$ cat config.mk
export PLATFORM = sky130hd
export DESIGN_NAME = dmem_store_buffer_flat
export DESIGN_NICKNAME = d
export VERILOG_FILES = /design/src/rtl/dmem_store_buffer_if.sv /design/src/rtl/dmem_store_buffer.sv /design/src/flat_wrapper.sv
export SDC_FILE = /design/constraint.sdc
export NUM_CORES = 1
export LEC_CHECK = 0
export CELL_PAD_IN_SITES_DETAIL_PLACEMENT = 0
export CELL_PAD_IN_SITES_GLOBAL_PLACEMENT = 1
export CORE_AREA = 5 5 274 276
export CTS_CLUSTER_DIAMETER = 200
export DETAILED_ROUTE_END_ITERATION = 6
export DIE_AREA = 0 0 279 281
export PLACE_DENSITY_LB_ADDON = 0.1
export SKIP_LAST_GASP = 1
export SLEW_MARGIN = 20
export SYNTH_ARGS = -nofsm -noshare
export SYNTH_HDL_FRONTEND = slang
export SYNTH_SLANG_ARGS = --single-unit
$ cat constraint.sdc
create_clock -name clk -period 7.3 [get_ports clk]
set_input_delay 1.46 -clock clk [delete_from_list [all_inputs] [get_ports clk]]
set_output_delay 1.46 -clock clk [all_outputs]
set_load 0.01 [all_outputs]
$ cat src/rtl/dmem_store_buffer_if.sv
// dmem_store_buffer_if
// Request/acknowledge bus between the data-side store buffer and the backing
// data RAM. Only one transaction is outstanding at a time. The requester holds
// mem_req and its payload stable until the RAM returns mem_ack.
//
// Signals:
//   mem_req    requester -> RAM   transaction request
//   mem_we     requester -> RAM   1 = write, 0 = read
//   mem_addr   requester -> RAM   word-aligned byte address (bits [1:0] = 0)
//   mem_wdata  requester -> RAM   write data
//   mem_rdata  RAM -> requester   read data, valid while mem_ack is high on a read
//   mem_ack    RAM -> requester   transaction completes at this clock edge
//
// Modports: master = store buffer side, slave = RAM side.

interface dmem_store_buffer_if #(
  parameter int AW = 32
);
  logic          mem_req;
  logic          mem_we;
  logic [AW-1:0] mem_addr;
  logic [31:0]   mem_wdata;
  logic [31:0]   mem_rdata;
  logic          mem_ack;

  modport master (
    output mem_req,
    output mem_we,
    output mem_addr,
    output mem_wdata,
    input  mem_rdata,
    input  mem_ack
  );

  modport slave (
    input  mem_req,
    input  mem_we,
    input  mem_addr,
    input  mem_wdata,
    output mem_rdata,
    output mem_ack
  );
endinterface

$ cat src/rtl/dmem_store_buffer.sv
// dmem_store_buffer
// Data-side memory stage sitting right after the core's memory-stage outputs.
// Stores are posted into a DEPTH-entry FIFO and drained to the backing RAM in
// strict order. Loads that match a buffered store are answered from the youngest
// matching entry in the same cycle. Loads that miss are read from the RAM while
// the pipeline is frozen.
//
// Ports:
//   clk         system clock, rising edge
//   reset       synchronous, active-high reset
//   MemWriteM   store request this cycle
//   MemReadM    load request this cycle (ignored when MemWriteM is also high)
//   ALUResultM  byte address, word index is ALUResultM[AW-1:2]
//   WriteDataM  store data
//   ReadDataM   load data to the core (hit data, or RAM data in the DONE cycle, else 0)
//   StallM      freeze the pipeline; the core holds its inputs while high
//   mem         backing-RAM req/ack bus (master side)
//   BufEmpty    no buffered stores
//   BufFull     buffer holds DEPTH stores

module dmem_store_buffer #(
  parameter int DEPTH = 4,
  parameter int AW    = 32
) (
  input  logic                clk,
  input  logic                reset,
  input  logic                MemWriteM,
  input  logic                MemReadM,
  input  logic [AW-1:0]       ALUResultM,
  input  logic [31:0]         WriteDataM,
  output logic [31:0]         ReadDataM,
  output logic                StallM,
  dmem_store_buffer_if.master mem,
  output logic                BufEmpty,
  output logic                BufFull
);

  localparam int PW = $clog2(DEPTH);
  localparam int WW = AW - 2;

  typedef enum logic [1:0] {
    IDLE,
    WR,
    RD,
    DONE
  } state_t;

  state_t state;

  // Store entries: word address and data, plus a valid bit per slot.
  logic [WW-1:0]    ent_addr [DEPTH];
  logic [31:0]      ent_data [DEPTH];
  logic [DEPTH-1:0] ent_valid;

  logic [PW-1:0] head;
  logic [PW-1:0] tail;
  logic [PW:0]   count;

  // Registered bus payload, held for the whole WR/RD transaction.
  logic          req_q;
  logic          we_q;
  logic [AW-1:0] addr_q;
  logic [31:0]   wdata_q;
  logic [31:0]   rdata_q;

  logic [WW-1:0] word_addr;
  logic          unused_byte_offset;

  logic          hit;
  logic [31:0]   hit_data;
  logic          load_req;
  logic          load_hit;
  logic          load_miss;
  logic          full;
  logic          enq;
  logic          pop;
  logic          issue_rd;

  // Matching and the RAM address are word granular, byte offset is dropped.
  assign word_addr          = ALUResultM[AW-1:2];
  assign unused_byte_offset = ^ALUResultM[1:0];

  // Search the buffer from oldest to youngest so the last match found is the
  // youngest store to this word.
  always_comb begin
    logic [PW-1:0] idx;
    idx      = '0;
    hit      = 1'b0;
    hit_data = '0;
    for (int i = 0; i < DEPTH; i++) begin
      idx = head + PW'(i);
      if (ent_valid[idx] && (ent_addr[idx] == word_addr)) begin
        hit      = 1'b1;
        hit_data = ent_data[idx];
      end
    end
  end

  // A simultaneous store and load is treated as a store only.
  assign load_req  = MemReadM && !MemWriteM;
  assign load_hit  = load_req && hit;
  assign load_miss = load_req && !hit;

  assign full     = (count == (PW+1)'(DEPTH));
  assign enq      = MemWriteM && !full;
  assign pop      = (state == WR) && mem.mem_ack;

  // A load miss seen in IDLE raises the read request in the same cycle, which
  // is what lets a zero-wait ack finish the miss in two cycles.
  assign issue_rd = (state == IDLE) && load_miss;

  assign mem.mem_req   = req_q | issue_rd;
  assign mem.mem_we    = issue_rd ? 1'b0 : we_q;
  assign mem.mem_addr  = issue_rd ? {word_addr, 2'b00} : addr_q;
  assign mem.mem_wdata = wdata_q;

  // The DONE cycle releases the pipeline even though the load is still
  // presented, since its data is now ready.
  assign StallM    = (state != DONE) && (load_miss || (MemWriteM && full));
  assign ReadDataM = (state == DONE) ? rdata_q :
                     (load_hit ? hit_data : 32'h0);

  assign BufEmpty = (count == '0);
  assign BufFull  = full;

  // Entry payload storage; slots are only meaningful while valid, so they
  // need no reset.
  always_ff @(posedge clk) begin
    if (enq) begin
      ent_addr[tail] <= word_addr;
      ent_data[tail] <= WriteDataM;
    end
  end

  // Pointer, occupancy, FSM and registered bus payload. Reset abandons any
  // outstanding transaction and discards buffered stores.
  always_ff @(posedge clk) begin
    if (reset) begin
      state     <= IDLE;
      head      <= '0;
      tail      <= '0;
      count     <= '0;
      ent_valid <= '0;
      req_q     <= 1'b0;
      we_q      <= 1'b0;
      addr_q    <= '0;
      wdata_q   <= '0;
      rdata_q   <= '0;
    end else begin
      // A pop only happens with entries present and an enqueue only when not
      // full, so both can never target the same slot.
      if (pop) begin
        ent_valid[head] <= 1'b0;
        head            <= head + PW'(1);
      end
      if (enq) begin
        ent_valid[tail] <= 1'b1;
        tail            <= tail + PW'(1);
      end
      count <= count + {{PW{1'b0}}, enq} - {{PW{1'b0}}, pop};

      case (state)
        IDLE: begin
          if (load_miss) begin
            if (mem.mem_ack) begin
              rdata_q <= mem.mem_rdata;
              state   <= DONE;
            end else begin
              req_q  <= 1'b1;
              we_q   <= 1'b0;
              addr_q <= {word_addr, 2'b00};
              state  <= RD;
            end
          end else if (count != '0) begin
            req_q   <= 1'b1;
            we_q    <= 1'b1;
            addr_q  <= {ent_addr[head], 2'b00};
            wdata_q <= ent_data[head];
            state   <= WR;
          end
        end
        WR: begin
          if (mem.mem_ack) begin
            req_q <= 1'b0;
            we_q  <= 1'b0;
            state <= IDLE;
          end
        end
        RD: begin
          if (mem.mem_ack) begin
            req_q   <= 1'b0;
            rdata_q <= mem.mem_rdata;
            state   <= DONE;
          end
        end
        DONE: begin
          state <= IDLE;
        end
        default: begin
          state <= IDLE;
        end
      endcase
    end
  end

endmodule

$ cat src/flat_wrapper.sv
// flat-port wrapper written by rule: the top's interface ports become plain ports
module dmem_store_buffer_flat 
#(
  parameter int DEPTH = 4,
  parameter int AW    = 32
)
  (clk, reset, MemWriteM, MemReadM, ALUResultM, WriteDataM, ReadDataM, StallM, BufEmpty, BufFull, mem_mem_req, mem_mem_we, mem_mem_addr, mem_mem_wdata, mem_mem_rdata, mem_mem_ack);
  dmem_store_buffer_if #(.AW(AW)) mem_i ();
  input  logic clk;
  input  logic reset;
  input  logic MemWriteM;
  input  logic MemReadM;
  input  logic [AW-1:0] ALUResultM;
  input  logic [31:0] WriteDataM;
  output logic [31:0] ReadDataM;
  output logic StallM;
  output logic BufEmpty;
  output logic BufFull;
  output wire logic [$bits(mem_i.mem_req)-1:0] mem_mem_req;
  output wire logic [$bits(mem_i.mem_we)-1:0] mem_mem_we;
  output wire logic [$bits(mem_i.mem_addr)-1:0] mem_mem_addr;
  output wire logic [$bits(mem_i.mem_wdata)-1:0] mem_mem_wdata;
  input wire logic [$bits(mem_i.mem_rdata)-1:0] mem_mem_rdata;
  input wire logic [$bits(mem_i.mem_ack)-1:0] mem_mem_ack;
  assign mem_mem_req = mem_i.mem_req;
  assign mem_mem_we = mem_i.mem_we;
  assign mem_mem_addr = mem_i.mem_addr;
  assign mem_mem_wdata = mem_i.mem_wdata;
  assign mem_i.mem_rdata = mem_mem_rdata;
  assign mem_i.mem_ack = mem_mem_ack;
  dmem_store_buffer #(.DEPTH(DEPTH), .AW(AW)) u_core (.clk(clk), .reset(reset), .MemWriteM(MemWriteM), .MemReadM(MemReadM), .ALUResultM(ALUResultM), .WriteDataM(WriteDataM), .ReadDataM(ReadDataM), .StallM(StallM), .mem(mem_i), .BufEmpty(BufEmpty), .BufFull(BufFull));
endmodule
==> results by group <==
Outcome
  • Status: completed

Place
  • PortBufs: 197
  • DP Wirelength: 47.8 mm
  • GPL Wtd Cong: 0.815
  • Post-Place Cells: 2731

Setup path
  • Top Family by Delay on Critical Path: buffers and inverters
  • Setup crit start kind: input port
  • CP dominant cell by count: clkdlybuf4s50_1
  • Crit Path Category: in -> out
  • CP required: 5.84 ns
  • Slowest CP cell: clkdlybuf4s50_1
  • Buf/Inv on CP: 4
  • Critical Path AT: 5.69 ns
  • Critical Path End Type: primary output
  • Cell chain of the critical path: clkdlybuf4s50_1 -> buf_4 -> xnor2_1 -> nand4_1 -> nor4_1 -> and4_1 -> a31oi_1 -> and3_2 -> buf_12 -> o21ai_0 -> clkdlybuf4s50_1
  • CP Max Fanout: 64
  • Worst path max stage delay: 0.79 ns

Timing
  • Final hold viol count: 0
  • Fmax achieved: 140 MHz
  • Final Slew Violations: 0
  • Min Tclk post-route: 7.15 ns
  • RSZ-0062 raised after global routing: no
  • Fin Hold WS: 0.457 ns
  • Setup Skew: 0.0225 ns
  • Final setup vio count: 0
  • Slew @ Worst Pin: 1.14 ns
  • Sum Neg Setup Slack: 0 ns
  • Fin crit share: 98.0%
  • Slew margin rel.: 24.1%

Drt
  • Avg Vias per Cell: 5.37
  • Initial drt markers: 970
  • Wirelength, routed: 74.7 mm
  • Wire per inst: 26.5 um
  • DRC viols: 0
  • Antenna viol nets, final: 0
  • Drt first pass iters: 5
  • Routed vias: 15100

Power
  • Leak Pwr: 0.00849 uW
  • Worst vdd ir: 0.202 mV
  • PD cells: 305 nW/um^2

Flow run
  • Maximum Capacitance Violations: 0

Synthesis
  • Mapped cell area: 21500 sq um
  • Post-synth top area cell: edfxtp_1
  • Average cell area after synthesis: 12.8 sq um
  • Ys async rst share: 0%
  • Synth top area share: 34.6%
  • Syn. warnings: 0
  • Post-synthesis sequential area ratio: 45.0%
  • Synth top area cells: edfxtp_1 35%, mux4_2 20%, dfxtp_1 10%
  • Synth cell types: 65
  • Main flop type after synthesis: edfxtp_1
  • Post-synth EDFFs: 248
  • Cells after synthesis: 1678
  • Post-synthesis register bit count: 359

Clocking
  • Clock Sinks: 359
  • Max clock buf depth: 3
  • Clk_lat worst skew: 0.59 ns
  • CTS tree: yes
  • TritonCTS Buffers: 45
  • Clk slew on worst S/H paths: 0.05 ns
  • Root buf cell: clkbuf_16
  • H-tree Lvls: 2

GRT
  • GR Overflow Total: 0
  • Global router's overall resource usage: 18.3%
  • Initial antenna violation count: 5
  • Largest net degree at the start of global routing: 127
  • Vias in the first global route: 15400
  • Wire length of the first global-routing pass: 108 mm

Cells and area
  • Synth-to-layout area growth: 20.8%
  • Fin nets: 1936
  • Layout cells sized above 1: 19.1%
  • Fin cells: 2818
  • Util after Layout: 35.9%

Floorplanning
  • Row Count: 99
  • Die area: 78400 sq um
  • Ports: 202
  • Initial core utilization: 29.7%
  • Core area: 72300 sq um
  • Die Ht: 281 um
  • Die W: 279 um

Min path
  • Worst hold path type: reg -> reg
what timing repair did:
item / 4_1_cts / 5_1_grt
setup endpoints to repair: 0 / 5
buffers inserted: 0 / 0
resized for setup: 0 / 2
hold buffers: 0 / 0
layout make-up:
cell class	instances	area, sq um
Antenna cell	3	7.51
Inverter	80	303
Clock inverter	21	179
Clock buffer	62	1260
Sequential cell	359	9680
Fill cell	7069	46400
Timing Repair Buffer	263	2560
Tap cell	959	1200
Multi-Input combinational cell	1071	10800
worst paths after layout:
| check | from | end | slack [ns] | cells after the start |
|---|---|---|---|---|
| worst min-delay path | u_core.rdata_q[15] | u_core.rdata_q[15] | 0.46 | 2 |
| worst min register to register | u_core.rdata_q[15] | u_core.rdata_q[15] | 0.46 | 2 |
| worst max register to register | u_core.head[0] | u_core.addr_q[24] | 1.96 | 15 |
| worst max-delay path | ALUResultM[25] | mem_mem_addr[25] | 0.15 | 11 |
state kept, by name, indices dropped and copies added (netlist names), 3 cells and up, named ones only:
signal	flops
u_core.ent_data	128
u_core.count	3
u_core.ent_valid	4
u_core.mem.mem_wdata	32
u_core.addr_q	30
u_core.rdata_q	32
u_core.ent_addr	120
cell usage in the layout (no fill, tap or decap), types with 34 or more instances in the layout:
master and instances:
edfxtp_1 248, clkdlybuf4s50_1 196, mux4_2 195, mux2i_1 176
nand2_1 174, dfxtp_1 107, xnor2_1 99, inv_1 78
o21ai_0 69, buf_4 59, clkbuf_16 46, a211oi_1 34
worst min-delay path, delay by kind of cell, from the launching register on:
kind          cells  cell delay [ns]
flops             1             0.31
simple gates      1             0.05
mux               1             0.05
kinds of logic (layout without fill, tap and decap cells):
family / count (synthesis) / count (layout) / share of synthesized area, %
AOI/OAI and AO/OA: 290 / 290 / 9.60
xor gates and xnor gates: 117 / 117 / 4.77
adders and majority gates: 15 / 15 / 0.908
buffers and inverters: 249 / 426 / 5.20
DFF: 359 / 359 / 45.0
muxes: 374 / 374 / 28.8
other: 1 / 5 / 0.0174
and+or+nand+nor: 273 / 273 / 5.73
per-layer routing:
metal / wire, um / share of wire, % / GRT usage [%]
met5: 34 / 0.046 / 0
met1: 33400 / 45 / 24.4
met4: 1280 / 1.7 / 3.59
met2: 36600 / 49 / 31.5
met3: 3360 / 4.5 / 3.27
per-stage QoR:
step,total power [uW],setup WS (ns),area (sq um)
6_report,7930,0.146,26000
4_1_cts,8040,0.118,25900
5_1_grt,8350,0.0713,26000
2_1_floorplan,4670,0.887,21500
3_3_place_gp,5780,0.186,24500
3_5_place_dp,5810,0.125,24500
power by group:
| group | internal (uW) | switching [uW] |
|---|---|---|
| sequential | 2550 | 212 |
| combinational | 1320 | 1660 |
| clock | 1280 | 907 |
synth_stat cells, types with 4 or more instances:
cell / instances
a211oi_1: 34
a21oi_1: 16
a22oi_1: 33
and2_1: 10
and3_1: 5
buf_1: 28
buf_2: 23
buf_4: 6
buf_6: 16
clkbuf_1: 95
dfxtp_1: 111
edfxtp_1: 248
ha_1: 14
inv_1: 79
mux2i_1: 176
mux4_2: 195
nand2_1: 175
nand3_1: 6
nand4_1: 13
nor2_1: 29
nor2b_1: 5
nor3_1: 7
nor4_1: 5
nor4b_1: 4
o2111ai_1: 5
o211ai_1: 33
o21ai_0: 69
o22ai_1: 5
o31ai_1: 33
o32ai_1: 30
or4b_1: 4
xnor2_1: 99
xor2_1: 18
Power figures use the tool's default switching activity.
